$ cat config.mk
export PLATFORM = sky130hd
export DESIGN_NAME = mod_n_updown_counter
export DESIGN_NICKNAME = d
export VERILOG_FILES = /design/src/rtl/mod_n_updown_counter_pkg.sv /design/src/rtl/mod_n_updown_counter_digit.sv /design/src/rtl/mod_n_updown_counter.sv
export SDC_FILE = /design/constraint.sdc
export NUM_CORES = 1
export LEC_CHECK = 0
export ABC_AREA = 1
export BUFFER_PORTS_ARGS = -buffer_cell sky130_fd_sc_hd__buf_2
export CAP_MARGIN = 40
export CORE_MARGIN = 3
export CORE_UTILIZATION = 47
export CTS_BUF_LIST = sky130_fd_sc_hd__clkbuf_4 sky130_fd_sc_hd__clkbuf_8
export CTS_CLUSTER_SIZE = 24
export DETAILED_ROUTE_END_ITERATION = 10
export PLACE_DENSITY_LB_ADDON = 0.05
export SLEW_MARGIN = 25
export SYNTH_ARGS = -nofsm -noshare
export SYNTH_HDL_FRONTEND = slang
export SYNTH_SLANG_ARGS = --single-unit
export TNS_END_PERCENT = 50
$ cat constraint.sdc
create_clock -name clock -period 1.05 [get_ports clock]
set_input_delay 0 -clock clock [delete_from_list [all_inputs] [get_ports clock]]
set_output_delay 0 -clock clock [all_outputs]
set_load 0.01 [all_outputs]
$ cat src/rtl/mod_n_updown_counter_pkg.sv
// Shared constants for the modulo-N up/down counter family: default geometry,
// wrap/saturate mode selectors and direction encoding.
package mod_n_updown_counter_pkg;

  localparam int DEF_DIGITS  = 2;
  localparam int DEF_MODULUS = 10;
  localparam int DEF_DIGIT_W = 4;

  localparam int WRAP_MODE = 1;
  localparam int SAT_MODE  = 0;

  typedef enum logic {
    DIR_DOWN = 1'b0,
    DIR_UP   = 1'b1
  } dir_e;

endpackage

$ cat src/rtl/mod_n_updown_counter_digit.sv
// One modulo-N digit: clear > load (clamped to MODULUS-1) > step, on the falling edge.
// Exposes at_max/at_zero so the parent can build a ripple-free carry/borrow chain.
module mod_n_updown_counter_digit
  import mod_n_updown_counter_pkg::*;
#(
  parameter int MODULUS = DEF_MODULUS,
  parameter int DIGIT_W = DEF_DIGIT_W
) (
  input  logic               clock,
  input  logic               clear,
  input  logic               load,
  input  logic [DIGIT_W-1:0] load_digit,
  input  logic               step,
  input  logic               up,
  output logic [DIGIT_W-1:0] value,
  output logic               at_max,
  output logic               at_zero
);

  localparam logic [DIGIT_W-1:0] MAX_VAL = DIGIT_W'(MODULUS - 1);
  localparam logic [DIGIT_W-1:0] ONE     = DIGIT_W'(1);

  logic [DIGIT_W-1:0] load_clamped;
  logic [DIGIT_W-1:0] next_up;
  logic [DIGIT_W-1:0] next_down;

  assign at_max  = (value == MAX_VAL);
  assign at_zero = (value == '0);

  always_comb begin
    load_clamped = (load_digit > MAX_VAL) ? MAX_VAL : load_digit;
    next_up      = at_max  ? '0      : value + ONE;
    next_down    = at_zero ? MAX_VAL : value - ONE;
  end

  always_ff @(negedge clock) begin
    if (clear) begin
      value <= '0;
    end else if (load) begin
      value <= load_clamped;
    end else if (step) begin
      value <= (up == DIR_UP) ? next_up : next_down;
    end
  end

endmodule

$ cat src/rtl/mod_n_updown_counter.sv
// Synchronous multi-digit modulo-N up/down counter; all digits update on the same falling edge.
// Load/step visible one edge later; tc is combinational; wrapped is a registered one-cycle pulse.
module mod_n_updown_counter
  import mod_n_updown_counter_pkg::*;
#(
  parameter int DIGITS  = DEF_DIGITS,
  parameter int MODULUS = DEF_MODULUS,
  parameter int DIGIT_W = DEF_DIGIT_W,
  parameter int WRAP    = WRAP_MODE
) (
  input  logic                      clock,
  input  logic                      clear,
  input  logic                      enable,
  input  logic                      up,
  input  logic                      load,
  input  logic [DIGITS*DIGIT_W-1:0] load_value,
  output logic [DIGITS*DIGIT_W-1:0] count,
  output logic                      tc,
  output logic                      wrapped
);

  localparam bit WRAP_EN = (WRAP == WRAP_MODE);

  logic [DIGITS-1:0] at_max;
  logic [DIGITS-1:0] at_zero;
  logic [DIGITS-1:0] step;
  logic [DIGITS:0]   max_below;
  logic [DIGITS:0]   zero_below;
  logic              terminal;
  logic              advance;

  // max_below[k] / zero_below[k]: every digit below k sits at max / zero.
  assign max_below[0]  = 1'b1;
  assign zero_below[0] = 1'b1;

  assign terminal = (up == DIR_UP) ? max_below[DIGITS] : zero_below[DIGITS];
  assign advance  = enable & (WRAP_EN | ~terminal);
  assign tc       = enable & terminal;

  generate
    for (genvar k = 0; k < DIGITS; k++) begin : g_digit
      assign max_below[k+1]  = max_below[k]  & at_max[k];
      assign zero_below[k+1] = zero_below[k] & at_zero[k];
      assign step[k] = advance & ((up == DIR_UP) ? max_below[k] : zero_below[k]);

      mod_n_updown_counter_digit #(
        .MODULUS (MODULUS),
        .DIGIT_W (DIGIT_W)
      ) u_digit (
        .clock      (clock),
        .clear      (clear),
        .load       (load),
        .load_digit (load_value[k*DIGIT_W +: DIGIT_W]),
        .step       (step[k]),
        .up         (up),
        .value      (count[k*DIGIT_W +: DIGIT_W]),
        .at_max     (at_max[k]),
        .at_zero    (at_zero[k])
      );
    end
  endgenerate

  // In saturate mode advance is low at terminal, so the pulse can never fire.
  always_ff @(negedge clock) begin
    if (clear || load) begin
      wrapped <= 1'b0;
    end else begin
      wrapped <= advance & terminal;
    end
  end

endmodule
==> results of run 1 <==
[synth_stat cells]
library cell and n:
a221oi_1 1, nand2_1 38, nand3_1 11, nand4_1 2, nand2_4 1, nor4_2 1, nand3_4 1, xor2_1 1
nor2_1 17, dfxtp_1 9, nand2_2 1, o21ai_1 3, o211ai_1 1, a21oi_1 8, o21ai_0 14, inv_2 2
inv_1 18, buf_2 2, nor2_2 3
[per-stage QoR]
step / hold slack (ps) / cells / setup slack [ps] / setup TNS (ps)
floorplan: 144 / 134 / -321 / -612
global placement: 386 / 197 / -387 / -3540
detailed placement: 396 / 197 / -434 / -3890
[kinds of logic after synthesis]
| logic type | synth area share |
|---|---|
| flops | 0.238 |
| simple gates | 0.450 |
| compound gates | 0.187 |
| xor+xnor | 0.0116 |
| buf+inv | 0.113 |
==> metrics, run 1 <==
Initial Util=0.540; Max clock buf depth=2; Placer Congestion=0.888; clock sink count=9; cts hold-fix bufs=0; Syn Inst Count=134; FP Rows=13; Port Buffer Count=22; Distinct cells, synth=19; total CTS buffers=3; Syn Nets=147; Post-DP Area=1160 um^2; DIE WIDTH=46.1 um; tool error=[ERROR DPL-0033] detailed placement checks failed during check placement.; synth top area cells=dfxtp_1, nand2_1, o21ai_0, inv_1, nor2_1; Fail Step=clock tree synthesis (4_1_cts); Post-Synthesis Cell Area=756 um^2; CTS root buf=clkbuf_4; Ports=23; status=stopped before the end; Synth Register Bits=9; # H-tree levels=1; die height=46.1 um; Avg Cell Area, Syn=around 5.6 um^2; post-cts resize count=27; Setup Buffers After CTS=7; HPWL Detailed=1990 um; Synth top area share=0.238; sequential fraction of the synthesis area=0.238; post-synth top area cell=dfxtp_1; Synth Warn #=0
==> inputs of run 2 (changes only) <==
- CORE_AREA: unset -> 3 3 64 66
- CORE_MARGIN: 3 -> unset
- CORE_UTILIZATION: 47 -> unset
- CTS_BUF_LIST: sky130_fd_sc_hd__clkbuf_4 sky130_fd_sc_hd__clkbuf_8 -> unset
- CTS_CLUSTER_SIZE: 24 -> unset
- DIE_AREA: unset -> 0 0 67 69
- PLACE_DENSITY_LB_ADDON: 0.05 -> 0.15
- clock period: 1.05 -> 1.4 ns (I/O delays scaled with it)
==> run 2 against run 1 <==
  * The flow now finishes, with violations (negative setup slack)
  * Synthesized area unchanged
  * Synthesized cell count unchanged
==> metrics, run 2 <==
design area=1400 um^2; Port Buffer Count=22 (unchanged); VDD IR max=0.000281 V; antenna violations before repair=0; synth top area cells=dfxtp_1, nand2_1, o21ai_0, inv_1, nor2_1; GRT Total Usage=0.117; CP Class=reg2out; largest net degree at the start of global routing=10; n_diodes=0; Layout Skew=between 15 and 20 ps; Slew @ Worst Pin=slightly above 300 ps; Synth Flop Type=dfxtp_1; Largest regs=g_digit.u_digit.value: 8 flops, wrapped: 1 flops; most flop-heavy register=g_digit.u_digit.value; Post-DP Area=1160 um^2 (-0.22%); Slew Limit Fails=0; Post-synth EDFFs=0 (unchanged); share of post-route cells with drive strength above 1=0.437; final number of setup-violating endpoints=12; hold slack=roughly 370 ps; status=finished with violations; Largest register FFs=8; maximum fanout along the worst path=4; unrepaired setup endpoints after global routing=true; CP top delay family=simple AND/OR/NAND/NOR gates; Synth top area share=0.238 (unchanged); worst rel slew slack=0.799; post-route total power=1.14 mW; Synth Area in Compound Gates=0.187 (unchanged); Reg clk slew, reported paths=30 ps; CTS root buf=clkbuf_8; largest family of logic cells by synthesized area=simple AND/OR/NAND/NOR gates; HPWL Detailed=2010 um (+1.2%); CP Launch Type=register; number of DRC markers in iteration 0=86; DRC errors left=0; via count=between 1000 and 1500; Post-Synthesis Cell Area=756 um^2 (unchanged); post-synth top area cell=dfxtp_1; antenna viol nets, final=0; DIE AREA=4620 um^2; Worst Slack Setup Final=-512 ps; routed vias/inst=4.27; final WL=2570 um; Max-cap violations=0; # H-tree levels=1 (unchanged); most common cell after layout, fill and taps aside=nand2_1; mux share of post-synthesis cell area=0 (unchanged); core area=3630 um^2; Crit-path slowest cell=dfxtp_4; failing checks=negative setup slack; Hold Path Cell Cnt=4; Synth top cells by count=nand2_1, inv_1, nor2_1; Crit path depth=7; latest clock arrival within the worst-skew pair=310 ps; clock sink count=9 (unchanged); Ports=23 (unchanged); Routed WL per cell=10.4 um; vias in the first global route=1000; Avg Cell Area, Syn=5.64 um^2 (unchanged); async set or reset register ratio after synthesis=0 (unchanged); die height=69 um (+50%); adder-cell share of the synthesized area=0 (unchanged); Syn Inst Count=134 (unchanged); PD cells=816 nW/um^2; Worst EP arrival=about 1900 ps; top-count cell post-synth=nand2_1; Cell Chain, Critical Path=inv_2, nor2_4, nand2_2, nand2_2, nand3_4, nor2_4, buf_6; CTS tree=done; final core utilization=0.385; FF-to-FF path depth=8; Max clock buf depth=2 (unchanged); FP Rows=22 (+9); DP Worst Slack=-295 ps (+138 ps); DIE WIDTH=67 um (+45%); final hold vios=0; Syn Nets=147 (unchanged); most frequent cells in the layout=nand2_1, buf_4, inv_1; HP Class=in2out; Synth Register Bits=9 (unchanged); area grow syn2layout=85.1%; Worst Path Required=1400 ps; CP Capture Type=primary output; Slowest Stage Delay on Critical Path=360 ps; sequential fraction of the synthesis area=0.238 (unchanged); Initial Util=0.208 (-0.332); Placer Congestion=0.867 (-2.4%); drt pass-1 iters=4; Lkg Pwr=around 0.75 nW; Synth Warn #=0 (unchanged); Worst Path Buf+Inv=2; Synth Area in Simple Gates=0.450 (unchanged); total CTS buffers=3 (unchanged); xor and xnor area share after synthesis=0.0116 (unchanged); Distinct cells, synth=19 (unchanged); first-pass GRT wire length=4260 um; Nets=about 210; total gr overflow=0
==> run 2: cell counts after synthesis <==
Identical to the previous run, type by type.
==> run 2: routing by layer <==
layer,wire length [um],share of wire,vias up,GRT usage
met2,1150,0.45,29,0.175
met1,1230,0.48,459,0.154
met4,58,0.023,0,0.0608
met3,133,0.052,5,0.0261
li1,-,-,562,-
met5,0,0,-,0
==> run 2: area by class of cell <==
| cell class | count | area (um^2) |
|---|---|---|
| timing repair buffer | 55 | 437 |
| multi-input combinational | 103 | 546 |
| sequential | 9 | 206 |
| fill | 405 | 2230 |
| clock buffer | 3 | 41.3 |
| clock inverter | 10 | 37.5 |
| inverter | 19 | 71.3 |
| tap | 48 | 60.1 |
==> run 2: worst min-delay path, delay by kind of cell <==
family | cells | cell delay [ps]
AND/OR/NAND/NOR | 2 | 120
buffers and inverters | 2 | 240
==> run 2: through the flow <==
step                      TNS, ps  cells
after global routing        -2870    247
final                       -2100    247
after CTS                   -2320    243
after global placement      -2030    229
after floorplan              -147    134
after detailed placement    -1980    229
==> run 2: timing repair <==
item | in CTS | in global routing
hold buffers | 0 | 0
buffers inserted | 2 | 5
pin swaps | 0 | 1
gates resized for setup | 10 | 19
endpoints found under the setup margin | 10 | 16
==> run 2: path summary, 6_finish.rpt <==
path	start	slack [ps]	end
worst max-delay path	g_digit[0].u_digit.value[0]$_SDFFE_NP0P_	-510	tc
worst max register to register	g_digit[0].u_digit.value[2]$_SDFFE_NP0P_	100	g_digit[0].u_digit.value[1]$_SDFFE_NP0P_
worst min-delay path	enable	370	tc
worst min register to register	g_digit[0].u_digit.value[0]$_SDFFE_NP0P_	660	g_digit[0].u_digit.value[0]$_SDFFE_NP0P_
==> run 2: kinds of logic (layout without fill, tap and decap cells) <==
| group | after synthesis | in the layout |
|---|---|---|
| AO/OA/AOI/OAI | 27 | 27 |
| XOR/XNOR | 1 | 1 |
| buffers and inverters | 22 | 87 |
| flip-flops | 9 | 9 |
| AND/OR/NAND/NOR | 75 | 75 |
==> run 2: report_power, final <==
| group | leakage [nW] | internal (mW) | switching (mW) | total, mW |
|---|---|---|---|---|
| sequential | 0.0792 | 0.279 | 0.0288 | 0.308 |
| combinational | 0.593 | 0.221 | 0.212 | 0.433 |
| clock | 0.0748 | 0.227 | 0.173 | 0.400 |
(Power assumes the default switching activity.)
